`src/rtl/pipe_ctrl_pkg.sv`:
```
// pipe_ctrl_pkg: shared encodings and slot types for the pipeline hazard controller.
package pipe_ctrl_pkg;
    localparam int REG_ADDR_W   = 5;
    localparam int MEM_OP_W     = 3;
    localparam int FWD_CTRL_BUS = 2;
    localparam int SRC_USE_RA   = 0;
    localparam int SRC_USE_RB   = 1;
    localparam logic [FWD_CTRL_BUS-1:0] FWD_CTRL_NONE = 2'd0;
    localparam logic [FWD_CTRL_BUS-1:0] FWD_CTRL_EX   = 2'd1;
    localparam logic [FWD_CTRL_BUS-1:0] FWD_CTRL_MEM  = 2'd2;
    localparam logic [MEM_OP_W-1:0] MEM_OP_NOP = 3'd0;
    localparam logic [MEM_OP_W-1:0] MEM_OP_LDB = 3'd1;
    localparam logic [MEM_OP_W-1:0] MEM_OP_LDH = 3'd2;
    localparam logic [MEM_OP_W-1:0] MEM_OP_LDW = 3'd3;
    localparam logic [MEM_OP_W-1:0] MEM_OP_STB = 3'd4;
    localparam logic [MEM_OP_W-1:0] MEM_OP_STH = 3'd5;
    localparam logic [MEM_OP_W-1:0] MEM_OP_STW = 3'd6;
    typedef enum logic [1:0] {
        PIPE_ST_RUN        = 2'd0,
        PIPE_ST_LOAD_STALL = 2'd1,
        PIPE_ST_MEM_WAIT   = 2'd2
    } pipe_st_e;
    // Matching fields of an in-flight instruction; the MEM slot needs only these.
    typedef struct packed {
        logic                  valid;
        logic                  we_;
        logic [REG_ADDR_W-1:0] dst;
    } tag_t;
    typedef struct packed {
        tag_t tag;
        logic is_load;
    } slot_t;
    localparam int TAG_W  = $bits(tag_t);
    localparam int SLOT_W = $bits(slot_t);
    function automatic logic is_load_op(input logic [MEM_OP_W-1:0] op);
        return op inside {MEM_OP_LDB, MEM_OP_LDH, MEM_OP_LDW};
    endfunction
    // r0 is hardwired zero, so a write to it never produces a value worth forwarding.
    function automatic logic tag_hit(input tag_t t, input logic [REG_ADDR_W-1:0] a);
        return t.valid && !t.we_ && (t.dst != '0) && (t.dst == a);
    endfunction
endpackage

```
`src/rtl/pipe_ctrl_fwd_sel.sv`:
```
// pipe_ctrl_fwd_sel: per-operand forwarding select and load-use hazard flag.
module pipe_ctrl_fwd_sel import pipe_ctrl_pkg::*; #(
    parameter int FWD_W = FWD_CTRL_BUS
) (
    input  logic [REG_ADDR_W-1:0] src_addr,
    input  logic                  used,
    input  logic [SLOT_W-1:0]     ex_slot,
    input  logic [TAG_W-1:0]      mem_tag,
    output logic [FWD_W-1:0]      fwd,
    output logic                  load_haz
);
    slot_t ex;
    logic  ex_hit, mem_hit;
    assign ex       = ex_slot;
    assign ex_hit   = used && tag_hit(ex.tag, src_addr);
    assign mem_hit  = used && tag_hit(mem_tag, src_addr);
    assign fwd      = ex_hit ? FWD_W'(FWD_CTRL_EX) : mem_hit ? FWD_W'(FWD_CTRL_MEM) : FWD_W'(FWD_CTRL_NONE);
    assign load_haz = ex_hit && ex.is_load;
endmodule

```
`src/rtl/pipe_ctrl.sv`:
```
// pipe_ctrl: hazard controller driving forwarding selects, load-use stalls, memory-busy freezes and jump flushes.
// Build macro PIPE_CTRL_STATS_EN adds saturating stall_cnt/flush_cnt event counters.
module pipe_ctrl import pipe_ctrl_pkg::*; #(
    parameter int FWD_W = FWD_CTRL_BUS
) (
    input  logic                  clk,
    input  logic                  reset,
    input  logic                  if_en,
    input  logic [REG_ADDR_W-1:0] ra_addr,
    input  logic [REG_ADDR_W-1:0] rb_addr,
    input  logic [1:0]            src_reg_used,
    input  logic [REG_ADDR_W-1:0] dst_addr,
    input  logic                  gpr_we_,
    input  logic [MEM_OP_W-1:0]   mem_op,
    input  logic                  jump_taken,
    input  logic                  mem_busy,
    output logic [FWD_W-1:0]      ra_fwd_ctrl,
    output logic [FWD_W-1:0]      rb_fwd_ctrl,
    output logic                  if_stall,
    output logic                  id_stall,
    output logic                  id_flush,
    output logic                  if_flush,
    output logic                  ex_stall,
    output logic                  mem_stall
`ifdef PIPE_CTRL_STATS_EN
    ,
    output logic [31:0]           stall_cnt,
    output logic [31:0]           flush_cnt
`endif
);
    slot_t            ex_q, ex_d;
    tag_t             mem_q, mem_d;
    pipe_st_e         state_q, state_d;
    logic [FWD_W-1:0] ra_fwd, rb_fwd;
    logic             ra_haz, rb_haz;
    logic             if_stall_c, id_stall_c, id_flush_c, if_flush_c, frz_c;

    pipe_ctrl_fwd_sel #(.FWD_W(FWD_W)) u_fwd_ra (
        .src_addr (ra_addr),
        .used     (src_reg_used[SRC_USE_RA]),
        .ex_slot  (ex_q),
        .mem_tag  (mem_q),
        .fwd      (ra_fwd),
        .load_haz (ra_haz)
    );

    pipe_ctrl_fwd_sel #(.FWD_W(FWD_W)) u_fwd_rb (
        .src_addr (rb_addr),
        .used     (src_reg_used[SRC_USE_RB]),
        .ex_slot  (ex_q),
        .mem_tag  (mem_q),
        .fwd      (rb_fwd),
        .load_haz (rb_haz)
    );

    // Memory busy freezes everything, else a load-use inserts one bubble, else advance and flush on a taken jump.
    always_comb begin
        state_d    = PIPE_ST_RUN;
        ex_d       = ex_q;
        mem_d      = mem_q;
        if_stall_c = 1'b0;
        id_stall_c = 1'b0;
        id_flush_c = 1'b0;
        if_flush_c = 1'b0;
        frz_c      = 1'b0;
        if (mem_busy) begin
            state_d    = PIPE_ST_MEM_WAIT;
            if_stall_c = 1'b1;
            id_stall_c = 1'b1;
            frz_c      = 1'b1;
        end else if (ra_haz || rb_haz) begin
            state_d    = PIPE_ST_LOAD_STALL;
            if_stall_c = 1'b1;
            id_flush_c = 1'b1;
            ex_d       = '0;
            mem_d      = ex_q.tag;
        end else begin
            if_flush_c = jump_taken && if_en && (state_q != PIPE_ST_MEM_WAIT);
            ex_d       = '{tag: '{valid: if_en, we_: gpr_we_, dst: dst_addr}, is_load: is_load_op(mem_op)};
            mem_d      = ex_q.tag;
        end
    end

    assign ra_fwd_ctrl = reset ? ra_fwd : '0;
    assign rb_fwd_ctrl = reset ? rb_fwd : '0;
    assign if_stall    = reset && if_stall_c;
    assign id_stall    = reset && id_stall_c;
    assign id_flush    = reset && id_flush_c;
    assign if_flush    = reset && if_flush_c;
    assign ex_stall    = reset && frz_c;
    assign mem_stall   = reset && frz_c;

    // State and shadow slots; reset drops any stall in progress.
    always_ff @(posedge clk or negedge reset) begin
        if (!reset) begin
            state_q <= PIPE_ST_RUN;
            ex_q    <= '0;
            mem_q   <= '0;
        end else begin
            state_q <= state_d;
            ex_q    <= ex_d;
            mem_q   <= mem_d;
        end
    end

`ifdef PIPE_CTRL_STATS_EN
    logic [31:0] stall_cnt_q, flush_cnt_q;
    assign stall_cnt = stall_cnt_q;
    assign flush_cnt = flush_cnt_q;
    // Saturating event counters for IF stalls and IF flushes.
    always_ff @(posedge clk or negedge reset) begin
        if (!reset) begin
            stall_cnt_q <= '0;
            flush_cnt_q <= '0;
        end else begin
            if (if_stall && stall_cnt_q != '1) stall_cnt_q <= stall_cnt_q + 32'd1;
            if (if_flush && flush_cnt_q != '1) flush_cnt_q <= flush_cnt_q + 32'd1;
        end
    end
`endif
endmodule

```
`config.mk`:
```
export PLATFORM = sky130hd
export DESIGN_NAME = pipe_ctrl
export DESIGN_NICKNAME = d
export VERILOG_FILES = /design/src/rtl/pipe_ctrl_pkg.sv /design/src/rtl/pipe_ctrl_fwd_sel.sv /design/src/rtl/pipe_ctrl.sv
export SDC_FILE = /design/constraint.sdc
export NUM_CORES = 1
export LEC_CHECK = 0
export CAP_MARGIN = 5
export CORE_MARGIN = 1.5
export CORE_UTILIZATION = 44
export DETAILED_ROUTE_END_ITERATION = 10
export GPL_TIMING_DRIVEN = 0
export MAX_ROUTING_LAYER = met4
export PLACE_DENSITY = 0.83
export SYNTH_ARGS = -nofsm -noshare
export SYNTH_HDL_FRONTEND = slang
export SYNTH_SLANG_ARGS = --single-unit
export TNS_END_PERCENT = 5
```
`constraint.sdc`:
```
create_clock -name clk -period 3.67 [get_ports clk]
set_clock_uncertainty 0.15 [all_clocks]
set_input_delay 1.101 -clock clk [delete_from_list [all_inputs] [get_ports clk]]
set_output_delay 1.101 -clock clk [all_outputs]
set_load 0.02 [all_outputs]
```
* Yosys cells after proc, flatten, opt, wreduce, memory -nomap -nowiden *
Index checks and enable logic that the tools add are counted.
W data, S select, Z words.

word-level totals
  register bits after elaboration = 17
  bits in writable memories = 0
  memories kept = 0
  bits of input ports = 26
  bits in read-only memories = 0
  bits in latches = 0

operators by class
  add/sub/neg operators = 0
  magnitude comparators = 0
  bitwise logic cells = 0
  multipliers = 0
  reductions and logical operators = 26
  div/mod/pow operators = 0
  eq/ne operators = 8
  muxes and demuxes = 15
  shift operators = 0

operators by type and width
  operator              count
  $eq A5 B5 Y1          4
  $logic_and A1 B1 Y1   20
  $mux W2               7
  $reduce_bool A5 Y1    2
  $mux W8               1
  $mux W1               7
  $eq A3 B2 Y1 const B  2
  $eq A3 B1 Y1 const B  1
  $reduce_bool A3 Y1    1
  $logic_not A1 Y1      2
  $ne A2 B2 Y1 const B  1
  $logic_or A1 B1 Y1    1

* Depth between registers and ports, before layout *
  depth after elaboration = 10
  gate-level depth with buffers = 6

* Modules after synthesis *
Synthesis repeated with hierarchy kept, for this count alone.

second synthesis, totals
  cells, all modules = 94
  area, all modules = 1,082.3 um^2

by module, submodules not included
  module             area each (um^2)  times used  cells an instance
  pipe_ctrl          706.9             1           50
  pipe_ctrl_fwd_sel  187.7             2           22

* Worst setup path before layout *
OpenSTA, ideal clock, no wires.

  path kind = input-to-output
  start = input port rb_addr[3]
  end = output port if_flush
  slack = 0.217 ns
  stages = 6
  data arrival time = 2.202 ns
  path through = xor2_1 -> nor4_1 -> and3_1 -> o211a_4 -> buf_6 -> nor3_2

between the ends
  longest elaborated chain between the ends = 8

ends and longest elaborated chain
  what                 RTL line                 RTL
  from (decl)          pipe_ctrl.sv:10          input logic [REG_ADDR_W-1:0] rb_addr,
  $eq A5 B5 Y1         pipe_ctrl_pkg.sv:40      return t.valid && !t.we_ && (t.dst != '0) && (t.dst == a);
  $logic_and A1 B1 Y1  pipe_ctrl_pkg.sv:40
  $logic_and A1 B1 Y1  pipe_ctrl_fwd_sel.sv:15  assign ex_hit = used && tag_hit(ex.tag, src_addr);
  $logic_and A1 B1 Y1  pipe_ctrl_fwd_sel.sv:18  assign load_haz = ex_hit && ex.is_load;
  $logic_or A1 B1 Y1   pipe_ctrl.sv:71          end else if (ra_haz || rb_haz) begin
  $mux W1              pipe_ctrl.sv:71
  $mux W1              pipe_ctrl.sv:66          if (mem_busy) begin
  $logic_and A1 B1 Y1  pipe_ctrl.sv:89          assign if_flush = reset && if_flush_c;
  to (decl)            pipe_ctrl.sv:22          output logic if_flush,

No other way between the ends.

* Worst setup path in the final report *
  start = input port rb_addr[3]
  end = output port if_stall

between the ends
  longest elaborated chain between the ends = 8

ends and longest elaborated chain
  what                 RTL line                 RTL
  $eq A5 B5 Y1         pipe_ctrl_pkg.sv:40
  $logic_and A1 B1 Y1  pipe_ctrl_pkg.sv:40
  $logic_and A1 B1 Y1  pipe_ctrl_fwd_sel.sv:15
  $logic_and A1 B1 Y1  pipe_ctrl_fwd_sel.sv:18
  $logic_or A1 B1 Y1   pipe_ctrl.sv:71
  $mux W1              pipe_ctrl.sv:71
  $mux W1              pipe_ctrl.sv:66
  $logic_and A1 B1 Y1  pipe_ctrl.sv:86          assign if_stall = reset && if_stall_c;
  to (decl)            pipe_ctrl.sv:19          output logic if_stall,

No other way between the ends.

==> metrics.md <==
| Metric | Value |
|---|---|
| Die height | about 52 um |
| Required @ worst endpoint | 2420 ps |
| Syn Std Cell Area | about 1000 um^2 |
| Total CTS buffers | 3 |
| CTS Root Buffer Type | clkbuf_4 |
| Leakage | slightly below 0.7 nW |
| Clock transition at path regs | roughly 90 ps |
| Cell Pwr Density | between 200 and 300 nW/um^2 |
| Overall Global Routing Usage | 0.197 |
| Chip Width | between 50 and 60 um |
| H-tree Lvls | 1 |
| Rel. slew slack | 0.637 |
| Placer Congestion | 0.749 |
| # placed instances | 164 |
| TNS Setup | -44.2 ps |
| Post-Synth XOR/XNOR Area | 0.169 |
| Clk_lat worst skew | approximately 300 ps |
| Distinct cells, synth | 26 |
| RSZ-0062 raised after global routing | yes |
| Iter 0 DRT Violations | 5 |
| Layout fillers | 177 |
| Failing checks | negative setup slack |
| Kind of critical path | input port to output port |
| Syn nets | roughly 130 |
| CORE AREA | approximately 2200 um^2 |
| Share of cells above drive strength 1 | 0.324 |
| Reg area | 425 um^2 |
| Complex-gate fraction of the synthesized area | 0.0930 |
| Placed inst area | around 1400 um^2 |
| WP data arrival | around 2500 ps |
| Largest family of logic cells by synthesized area | simple AND/OR/NAND/NOR gates |
| Antenna violations before repair | 0 |
| Seq/Total Area, Yosys | 0.411 |
| Layout net count | 169 |
| Final WS setup | -42.0 ps |
| GR Overflow Total | 0 |
| DP HPWL | ~1700 um |
| Final non-filler cell total | 170 |
| Mean Syn Cell Area | slightly above 10 um^2 |
| Diodes inserted | 0 |
| Hold-fix buffers, CTS | 0 |
| Post-route minimum period | approximately 3700 ps |
| Footprint of the multi-input gates | 617 um^2 |
| Slew Viols, Final | 0 |
| Fin crit share | 1.01 |
| Synthesis Warnings | 0 |
| Final hold slack | about 380 ps |
| Yosys reg bits | 17 |
| Cell count after synthesis | 101 |
| HP Class | register to register |
| Vias in the first global route | about 890 |
| Fmax achieved | between 200 and 300 MHz |
| Final hold vios | 0 |
| Initial core utilization | 0.468 |
| First-pass GRT wire length | between 3000 and 4000 um |
| Clock Path Buffers | 2 |
| Max cap viols | 0 |
| Final instance area | 1490 um^2 |
| Crit path capture type | output port |
| Number of vias per cell | roughly 5.2 |
| Total Wirelength | between 2000 and 2500 um |
| Synth Area in Adders | 0 |
| Area leader, netlist | dfrtp_1 |
| Buffers on Ports | 35 |
| DR vias | just under 900 |
| Routed length per instance | about 14 um |
| Max FO, Critical Path | 3 |
| Post-synthesis mux area share | 0.0761 |
| CTS tree | built |
| Final Setup Violations | 2 |
| Pre-antenna DRT Iters | 4 |
| Worst-Margin Slew | ~550 ps |
| Io pins | 36 |
| Largest net degree at the start of global routing | 25 |
| Synth area leaders | dfrtp_1 (41%), xor2_1 (14%), mux2_2 (7.6%) |
| Peak supply drop | roughly 230 uV |
| Final ANT Viol Nets | 0 |
| Post-Synth Simple-Gate Area | 0.215 |
| Rows | 17 |
| DRC | 0 |
| Setup crit start kind | input port |
| Die ar. | 2650 um^2 |
| Synth top area share | 0.411 |
| Status | complete, but fails checks |
| Synthesis-to-finish area growth | 44.0% |
| Clock Sinks | 17 |
[synthesized netlist by cell type]
library cell and count:
a211oi_1 2, and2_1 1, and3_1 4, and3b_1 1, buf_4 2, buf_6 1, clkbuf_1 3, dfrtp_1 17
mux2_2 7, nand2_1 9, nand2b_1 7, nand3_1 2, nand4b_1 1, nor2_1 3, nor2b_1 2, nor3_2 1
nor3b_2 1, nor4_1 4, o211a_4 1, o21a_1 1, o21ai_0 1, o21ai_1 7, o41ai_2 1, or4_1 2
xnor2_1 4, xor2_1 16
[flip-flops by register name (all words and copies together) (netlist names)]
signal,count
ex_q,8
state_q,2
mem_q,7
[report_power, final]
part / switching (mW) / leakage, nW / internal, mW
logic: 0.0502 / 0.451 / 0.0651
registers: 0.0244 / 0.209 / 0.206
clock network: 0.0606 / 0.0177 / 0.0406
total: 0.135 / 0.677 / 0.312
[layout by cell type (no fill, tap or decap), types with 2 or more instances in the layout]
master,instances
xor2_2,2
nor2_1,3
nand3_1,2
buf_2,4
dfrtp_1,17
xor2_1,14
clkbuf_4,5
and3_4,2
clkdlybuf4s50_1,13
o21ai_1,7
a211oi_1,2
mux2_2,7
xnor2_1,4
nand2_1,9
buf_6,4
buf_4,7
clkdlybuf4s15_1,2
and3_1,2
nand2b_1,7
nor4_2,3
clkdlybuf4s15_2,4
nor2b_1,2
or4_1,2
clkbuf_2,2
dlygate4sd2_1,2
[worst max-delay path: stages]
cell	delay, ps
buf_8	100
xor2_2	140
nor4_2	340
and3_4	260
o211a_4	180
buf_6	100
o21a_1	120
buf_6	110
[path summary, 6_finish.rpt]
path                                  from          to  slack (ps)  depth (start not counted)
worst min register to register    mem_q[6]    mem_q[6]         380                          1
min in group asynchronous            reset  state_q[0]         550                          1
worst min-delay path              mem_q[6]    mem_q[6]         380                          1
max in group asynchronous            reset    mem_q[5]        2590                          1
worst max-delay path            rb_addr[3]    if_stall         -40                          8
worst max register to register     ex_q[4]     ex_q[0]        1480                          7
[cell families after synthesis]
logic type      Yosys count
compound gates           13
xor+xnor                 20
buf+inv                   6
flops                    17
mux                       7
simple gates             38
[metrics by stage]
step,total power [mW],worst slack [ps],utilization
5_1_grt,0.472,-105,0.674
3_3_place_gp,0.339,-975,0.643
2_1_floorplan,0.289,217,-
3_5_place_dp,0.345,-1030,0.643
4_1_cts,0.444,-50.5,0.654
6_report,0.447,-42.0,0.674
[timing repair]
action / in CTS / in global routing
pin swaps: 7 / 8
endpoints found under the setup margin: 10 / 8
resized for setup: 72 / 17
setup buffers: 2 / 1
[routing by layer]
metal | up-vias | wire length, um | global-route usage | part of all wire
li1 | 430 | - | - | -
met1 | 416 | 1130 | 0.254 | 0.47
met2 | 30 | 1140 | 0.329 | 0.47
met3 | 4 | 106 | 0.0172 | 0.044
met4 | 0 | 32 | 0.0658 | 0.013
met5 | - | 0 | - | 0
[area by class of cell]
type	instances	area share
Tap cell	28	0.0235
Timing Repair Buffer	38	0.234
Sequential cell	17	0.285
Buffer	5	0.0252
Clock buffer	3	0.0151
Clock inverter	1	0.00336
Multi-Input combinational cell	78	0.414
(Power assumes the default switching activity.)
